==> src/rtl/inta_sequencer_if.sv <==
// Bus bundle between the CPU/priority/cascade logic and the INTA sequencer.
// The MCS80_MODE_EN macro adds the 8080 call-sequence inputs.
interface inta_sequencer_if;
    logic       INTA_n;
    logic       SP;
    logic       int_pending;
    logic [2:0] highest_ir;
    logic [7:0] icw3_slave_map;
    logic [4:0] vector_base;
    logic       flag_ID_match;
`ifdef MCS80_MODE_EN
    logic       icw4_upm;
    logic [2:0] addr_a7_a5;
    logic [7:0] addr_high;
`endif
    logic [2:0] CAS_out;
    logic       cas_drive_en;
    logic       flag_compare_at_slave;
    logic [7:0] data_out;
    logic       data_oe;
    logic       isr_set;
    logic [2:0] ack_ir;
    logic       ack_done;

    modport master (
        output INTA_n, SP, int_pending, highest_ir, icw3_slave_map, vector_base, flag_ID_match,
`ifdef MCS80_MODE_EN
        output icw4_upm, addr_a7_a5, addr_high,
`endif
        input  CAS_out, cas_drive_en, flag_compare_at_slave, data_out, data_oe, isr_set,
        input  ack_ir, ack_done
    );

    modport slave (
        input  INTA_n, SP, int_pending, highest_ir, icw3_slave_map, vector_base, flag_ID_match,
`ifdef MCS80_MODE_EN
        input  icw4_upm, addr_a7_a5, addr_high,
`endif
        output CAS_out, cas_drive_en, flag_compare_at_slave, data_out, data_oe, isr_set,
        output ack_ir, ack_done
    );
endinterface

==> src/rtl/inta_sequencer.sv <==
// 8259A interrupt-acknowledge sequencer: tracks INTA pulses, drives CAS or vector byte.
// Define MCS80_MODE_EN for the three-pulse 8080 CALL sequence (icw4_upm=0).
module inta_sequencer #(
    parameter logic SLAVE  = 1'b0,
    parameter logic MASTER = 1'b1
) (
    input logic             clk,
    input logic             reset,
    inta_sequencer_if.slave bus
);

    typedef enum logic [2:0] {
        StIdle,
        StP1,
        StGap1,
        StP2,
`ifdef MCS80_MODE_EN
        StGap2,
        StP3,
`endif
        StDone
    } state_e;

    state_e     state_q;
    logic       inta_q;
    logic       role_q;
    logic       slv_q;
    logic [2:0] ack_ir_q;
    logic [2:0] cas_q;
    logic       cas_en_q;
    logic       cmp_q;
    logic [7:0] dout_q;
    logic       mst_oe_q;
    logic       slv_oe_q;
    logic       isr_set_q;
    logic       done_q;
`ifdef MCS80_MODE_EN
    logic       mode3_q;
`endif

    logic       fall;
    logic       rise;
    logic [2:0] ir_sel;
    logic       is_master;
    logic       slv_sel;

    always_comb begin
        fall      = inta_q & ~bus.INTA_n;
        rise      = ~inta_q & bus.INTA_n;
        ir_sel    = bus.int_pending ? bus.highest_ir : 3'd7;
        is_master = (bus.SP == MASTER);
        slv_sel   = bus.icw3_slave_map[ir_sel];
    end

    always_ff @(posedge clk) begin
        if (reset) begin
            state_q   <= StIdle;
            inta_q    <= 1'b1;
            role_q    <= 1'b0;
            slv_q     <= 1'b0;
            ack_ir_q  <= 3'd0;
            cas_q     <= 3'd0;
            cas_en_q  <= 1'b0;
            cmp_q     <= 1'b0;
            dout_q    <= 8'h00;
            mst_oe_q  <= 1'b0;
            slv_oe_q  <= 1'b0;
            isr_set_q <= 1'b0;
            done_q    <= 1'b0;
`ifdef MCS80_MODE_EN
            mode3_q   <= 1'b0;
`endif
        end else begin
            inta_q    <= bus.INTA_n;
            isr_set_q <= 1'b0;
            done_q    <= 1'b0;
            case (state_q)
                StIdle: begin
                    if (fall) begin
                        state_q   <= StP1;
                        ack_ir_q  <= ir_sel;
                        role_q    <= bus.SP;
                        slv_q     <= slv_sel;
                        isr_set_q <= bus.int_pending;
                        cas_en_q  <= is_master & slv_sel;
                        cas_q     <= (is_master & slv_sel) ? ir_sel : 3'd0;
                        cmp_q     <= (bus.SP == SLAVE);
                        dout_q    <= 8'h00;
`ifdef MCS80_MODE_EN
                        mode3_q   <= ~bus.icw4_upm;
                        // 8080 mode: the CALL opcode goes out on the first pulse.
                        if (!bus.icw4_upm) begin
                            dout_q   <= 8'hCD;
                            mst_oe_q <= is_master & ~slv_sel;
                            slv_oe_q <= (bus.SP == SLAVE);
                        end
`endif
                    end
                end
                StP1: begin
                    if (rise) begin
                        state_q  <= StGap1;
                        mst_oe_q <= 1'b0;
                        slv_oe_q <= 1'b0;
                    end
                end
                StGap1: begin
                    if (fall) begin
                        state_q  <= StP2;
                        dout_q   <= {bus.vector_base, ack_ir_q};
`ifdef MCS80_MODE_EN
                        if (mode3_q) dout_q <= {bus.addr_a7_a5, ack_ir_q, 2'b00};
`endif
                        mst_oe_q <= (role_q == MASTER) & ~slv_q;
                        slv_oe_q <= (role_q == SLAVE);
                    end
                end
                StP2: begin
                    if (rise) begin
`ifdef MCS80_MODE_EN
                        if (mode3_q) begin
                            state_q  <= StGap2;
                            mst_oe_q <= 1'b0;
                            slv_oe_q <= 1'b0;
                        end else
`endif
                        begin
                            state_q  <= StDone;
                            done_q   <= 1'b1;
                            cas_q    <= 3'd0;
                            cas_en_q <= 1'b0;
                            cmp_q    <= 1'b0;
                            mst_oe_q <= 1'b0;
                            slv_oe_q <= 1'b0;
                        end
                    end
                end
`ifdef MCS80_MODE_EN
                StGap2: begin
                    if (fall) begin
                        state_q  <= StP3;
                        dout_q   <= bus.addr_high;
                        mst_oe_q <= (role_q == MASTER) & ~slv_q;
                        slv_oe_q <= (role_q == SLAVE);
                    end
                end
                StP3: begin
                    if (rise) begin
                        state_q  <= StDone;
                        done_q   <= 1'b1;
                        cas_q    <= 3'd0;
                        cas_en_q <= 1'b0;
                        cmp_q    <= 1'b0;
                        mst_oe_q <= 1'b0;
                        slv_oe_q <= 1'b0;
                    end
                end
`endif
                StDone: state_q <= StIdle;
                default: state_q <= StIdle;
            endcase
        end
    end

    // A slave only releases its vector while the cascade comparator reports a match.
    assign bus.data_oe               = mst_oe_q | (slv_oe_q & bus.flag_ID_match);
    assign bus.CAS_out               = cas_q;
    assign bus.cas_drive_en          = cas_en_q;
    assign bus.flag_compare_at_slave = cmp_q;
    assign bus.data_out              = dout_q;
    assign bus.isr_set               = isr_set_q;
    assign bus.ack_ir                = ack_ir_q;
    assign bus.ack_done              = done_q;

endmodule
==> src/flat_wrapper.sv <==
// flat-port wrapper written by rule: the top's interface ports become plain ports
module inta_sequencer_flat 
#(
    parameter logic SLAVE  = 1'b0,
    parameter logic MASTER = 1'b1
)
  (clk, reset, bus_INTA_n, bus_SP, bus_int_pending, bus_highest_ir, bus_icw3_slave_map, bus_vector_base, bus_flag_ID_match, bus_CAS_out, bus_cas_drive_en, bus_flag_compare_at_slave, bus_data_out, bus_data_oe, bus_isr_set, bus_ack_ir, bus_ack_done);
  inta_sequencer_if bus_i ();
  input logic clk;
  input logic reset;
  input wire logic [$bits(bus_i.INTA_n)-1:0] bus_INTA_n;
  input wire logic [$bits(bus_i.SP)-1:0] bus_SP;
  input wire logic [$bits(bus_i.int_pending)-1:0] bus_int_pending;
  input wire logic [$bits(bus_i.highest_ir)-1:0] bus_highest_ir;
  input wire logic [$bits(bus_i.icw3_slave_map)-1:0] bus_icw3_slave_map;
  input wire logic [$bits(bus_i.vector_base)-1:0] bus_vector_base;
  input wire logic [$bits(bus_i.flag_ID_match)-1:0] bus_flag_ID_match;
  output wire logic [$bits(bus_i.CAS_out)-1:0] bus_CAS_out;
  output wire logic [$bits(bus_i.cas_drive_en)-1:0] bus_cas_drive_en;
  output wire logic [$bits(bus_i.flag_compare_at_slave)-1:0] bus_flag_compare_at_slave;
  output wire logic [$bits(bus_i.data_out)-1:0] bus_data_out;
  output wire logic [$bits(bus_i.data_oe)-1:0] bus_data_oe;
  output wire logic [$bits(bus_i.isr_set)-1:0] bus_isr_set;
  output wire logic [$bits(bus_i.ack_ir)-1:0] bus_ack_ir;
  output wire logic [$bits(bus_i.ack_done)-1:0] bus_ack_done;
  assign bus_i.INTA_n = bus_INTA_n;
  assign bus_i.SP = bus_SP;
  assign bus_i.int_pending = bus_int_pending;
  assign bus_i.highest_ir = bus_highest_ir;
  assign bus_i.icw3_slave_map = bus_icw3_slave_map;
  assign bus_i.vector_base = bus_vector_base;
  assign bus_i.flag_ID_match = bus_flag_ID_match;
  assign bus_CAS_out = bus_i.CAS_out;
  assign bus_cas_drive_en = bus_i.cas_drive_en;
  assign bus_flag_compare_at_slave = bus_i.flag_compare_at_slave;
  assign bus_data_out = bus_i.data_out;
  assign bus_data_oe = bus_i.data_oe;
  assign bus_isr_set = bus_i.isr_set;
  assign bus_ack_ir = bus_i.ack_ir;
  assign bus_ack_done = bus_i.ack_done;
  inta_sequencer #(.SLAVE(SLAVE), .MASTER(MASTER)) u_core (.clk(clk), .reset(reset), .bus(bus_i));
endmodule
==> config.mk <==
export PLATFORM = sky130hd
export DESIGN_NAME = inta_sequencer_flat
export DESIGN_NICKNAME = d
export VERILOG_FILES = /design/src/rtl/inta_sequencer_if.sv /design/src/rtl/inta_sequencer.sv /design/src/flat_wrapper.sv
export SDC_FILE = /design/constraint.sdc
export NUM_CORES = 1
export LEC_CHECK = 0
export CAP_MARGIN = 20
export CORE_ASPECT_RATIO = 1.75
export CORE_MARGIN = 10
export CORE_UTILIZATION = 40
export DETAILED_ROUTE_END_ITERATION = 12
export DONT_BUFFER_PORTS = 1
export PLACE_DENSITY_LB_ADDON = 0.15
export SKIP_LAST_GASP = 1
export SLEW_MARGIN = 20
export SYNTH_ARGS = -nofsm -noshare
export SYNTH_HDL_FRONTEND = slang
export SYNTH_SLANG_ARGS = --single-unit
export TNS_END_PERCENT = 50
==> constraint.sdc <==
create_clock -name clk -period 1.9 [get_ports clk]
set_input_delay 0.19 -clock clk [delete_from_list [all_inputs] [get_ports clk]]
set_output_delay 0.19 -clock clk [all_outputs]
set_load 0.01 [all_outputs]
==> results.py <==
metrics = {
    "worst_setup_path": {
        "regToRegStartpoint": "u_core.state_q[2]",
        "cpPeakStageDelay_ns": 0.68,
        "ff2ff_path_depth": 4,
        "crit_chain": "or4b_4 -> nor2_8 -> nor2_1 -> a211oi_2",
        "crit_path_top_delay_cell": "or4b_4",
        "worstPathRequired_ns": 2.08,
        "reg2reg_to": "u_core.bus.ack_ir[0]",
        "critPathBufInv": 0,
        "worst-setup-path-type": "register to register",
        "arrival_ns": 1.81,
        "end_kind": "register",
        "worst_path_dominant_cell_family": "simple AND/OR/NAND/NOR gates",
        "crit_path_start_kind": "register",
        "cp_max_fo": 11,
        "r2r_setup_slack_ns": 0.28,
    },
    "clock_tree": {
        "clkTransAtPathRegs_ns": 0.09,
        "clockRootBuffer": "clkbuf_8",
        "clkSinkCount": 26,
        "clkLatencyLatePin_ns": 0.26,
        "cts-buffers-inserted": 3,
        "clockBufferDepth": 2,
        "tritoncts": "done",
        "htree_num_levels": 1,
    },
    "placement": {
        "place_congestion": 0.686,
        "io_buffers": 0,
        "placed_cell_area_um2": 1170,
        "hpwl_mm": 2.12,
    },
    "cells_and_area": {
        "area_delta_synth_final_pct": 5.00,
        "design_area_um2": 1230,
        "nets": 145,
        "nFillCells": 291,
        "final_util": 0.431,
        "layout-drive-gt1-share": 0.156,
        "diodes": 0,
    },
    "floorplanning": {
        "rows": 26,
        "die_w_um": 61.0,
        "core_area_um2": 2860,
        "die_h_um": 91.7,
        "start_util": 0.411,
        "dieArea_um2": 5590,
        "ios": 41,
    },
    "timing": {
        "finalHoldViolCount": 0,
        "setup_tns_ns": 0,
        "rsz0062_at_grt": "no",
        "relSlewSlack": 0.482,
        "worstMarginPinSlew_ns": 0.774,
        "setup-violations-final": 0,
        "skew_ns": 0.00289,
        "fmaxAchievable_ghz": 0.616,
        "fin_crit_sh": 0.855,
        "whs_ns": 0.0226,
        "layout_min_cycle_time_ns": 1.62,
        "timing.final.max_slew_violations": 0,
    },
    "synthesis": {
        "synth_nets": 144,
        "synth_area_leaders": "dfxtp_1, a21oi_1, a211oi_2",
        "yosysMostFrequentCell": "dfxtp_1",
        "async_flop_share": 0,
        "yosys-top-cells-count": "dfxtp_1, a21oi_1, nand2_1, nand3_1, nor2_1",
        "synth-seq-cells": 26,
        "netlist_instances": 122,
        "synth_edf_count": 0,
        "synthesis.area_um2": 1180,
        "synth.avg_cell_area_um2": 9.64,
        "yosysSeqAreaShare": 0.443,
        "ys.warnings.count": 0,
        "synth_top_cell_by_area": "dfxtp_1",
        "ys_types": 34,
        "synth.top_cell.area_share": 0.443,
        "synth-main-ff-cell": "dfxtp_1",
    },
    "pwr": {
        "vdd_drop_max_mv": 0.386,
        "power_density_nw_per_um2": 849,
        "leakage_uw": 0.000434,
        "p_total_uw": 1050,
    },
    "grt": {
        "grt_pass1_vias": 945,
        "grt_pass1_wl_mm": 4.59,
        "antenna_found_initial": 0,
        "track_usage": 0.101,
        "grt_overflow_total": 0,
        "grt_start_max_net_pins": 19,
    },
    "min_path": {
        "min_path_cells": 1,
        "hold_path_class": "input port to register",
        "min_from": "reset",
        "holdPathEnd": "u_core.inta_q",
    },
    "drt": {
        "drc": 0,
        "vias_per_cell": 5.85,
        "dr.first_iter.drc_count": 10,
        "antenna_left": 0,
        "vias": 877,
        "wl_per_cell_um": 18.1,
        "finalWirelength_mm": 2.71,
        "dr.pass1.iters": 4,
    },
    "outcome": {
        "status": "finished clean",
    },
    "flow_run": {
        "cap_violations": 0,
    },
}
-- cells in the final DEF, fill, tap and decap left out, types with 2 or more instances in the layout --
cell type  count
buf_4          2
o31ai_1        3
mux2i_1        3
a31oi_1        2
nor3_2         2
dfxtp_1       26
or4b_4         2
a211oi_2       4
nor2b_1        5
nor2_1         8
clkbuf_8       4
nand2_1       10
nor3_1         3
a21oi_1       11
nand3b_1       6
nor3b_1        2
nand3_1        8
inv_1          3
o21ai_0        2
-- power by group --
part	total [µW]	internal (µW)	switching, µW
logic	108	47.0	61.1
clock network	354	185	169
registers	587	564	23.2
-- cell type report --
| class | instances | area, µm² | share of cell area |
|---|---|---|---|
| multi-input cells | 86 | 588 | 0.476 |
| flip-flops and latches | 26 | 520 | 0.421 |
| clock buffers | 4 | 55.1 | 0.0446 |
| well taps | 28 | 35.0 | 0.0284 |
| repair buffers | 3 | 25.0 | 0.0203 |
| inverters | 3 | 11.3 | 0.00912 |
-- through the flow --
step	cells	setup slack [ns]
finish	150	0.276
global route	150	0.159
CTS	150	0.258
detailed placement	145	0.285
global placement	145	0.362
floorplan	122	0.424
-- kinds of logic (layout without fill, tap and decap cells) --
logic type,Yosys count,in the layout,synth area share
adders and majority gates,1,1,0.00851
and+or+nand+nor,53,53,0.288
AOI/OAI and AO/OA,28,28,0.170
buffers and inverters,10,10,0.0574
DFF,26,26,0.443
muxes,3,3,0.0255
xor gates and xnor gates,1,1,0.00745
-- worst max-delay path by stage --
stage,end,slack [ns],start,depth (start not counted)
3_3_place_gp,u_core.bus.ack_ir[0],0.36,u_core.state_q[2],4
6_report,u_core.bus.ack_ir[0],0.28,u_core.state_q[2],4
4_1_cts,u_core.bus.ack_ir[0],0.26,u_core.state_q[2],4
5_1_grt,u_core.bus.ack_ir[1],0.16,u_core.inta_q,4
2_1_floorplan,u_core.role_q,0.42,u_core.state_q[2],5
3_5_place_dp,u_core.bus.ack_ir[0],0.28,u_core.state_q[2],4
-- registers in the layout, summed over array words and instances, names as in the netlist --
name and cells:
u_core.role_q 1, u_core.mst_oe_q 1, u_core.bus.data_out 8, u_core.bus.CAS_out 3, u_core.bus.flag_compare_at_slave 1, u_core.slv_oe_q 1, u_core.bus.ack_ir 3, u_core.inta_q 1
u_core.bus.ack_done 1, u_core.state_q 3, u_core.bus.cas_drive_en 1, u_core.bus.isr_set 1, u_core.slv_q 1
-- metal layers --
metal / vias to the layer above / global-route usage / part of all wire
li1: 434 / - / -
met1: 413 / 0.111 / 0.38
met2: 28 / 0.168 / 0.52
met3: 2 / 0.0414 / 0.096
met4: 0 / 0.0276 / 0.0081
met5: - / 0 / 0
-- repair_timing --
action,in CTS,in global routing
endpoints found under the hold margin,18,0
gates resized for setup,0,0
hold buffers,1,0
buffers inserted,0,0
Power figures use the tool's default switching activity.
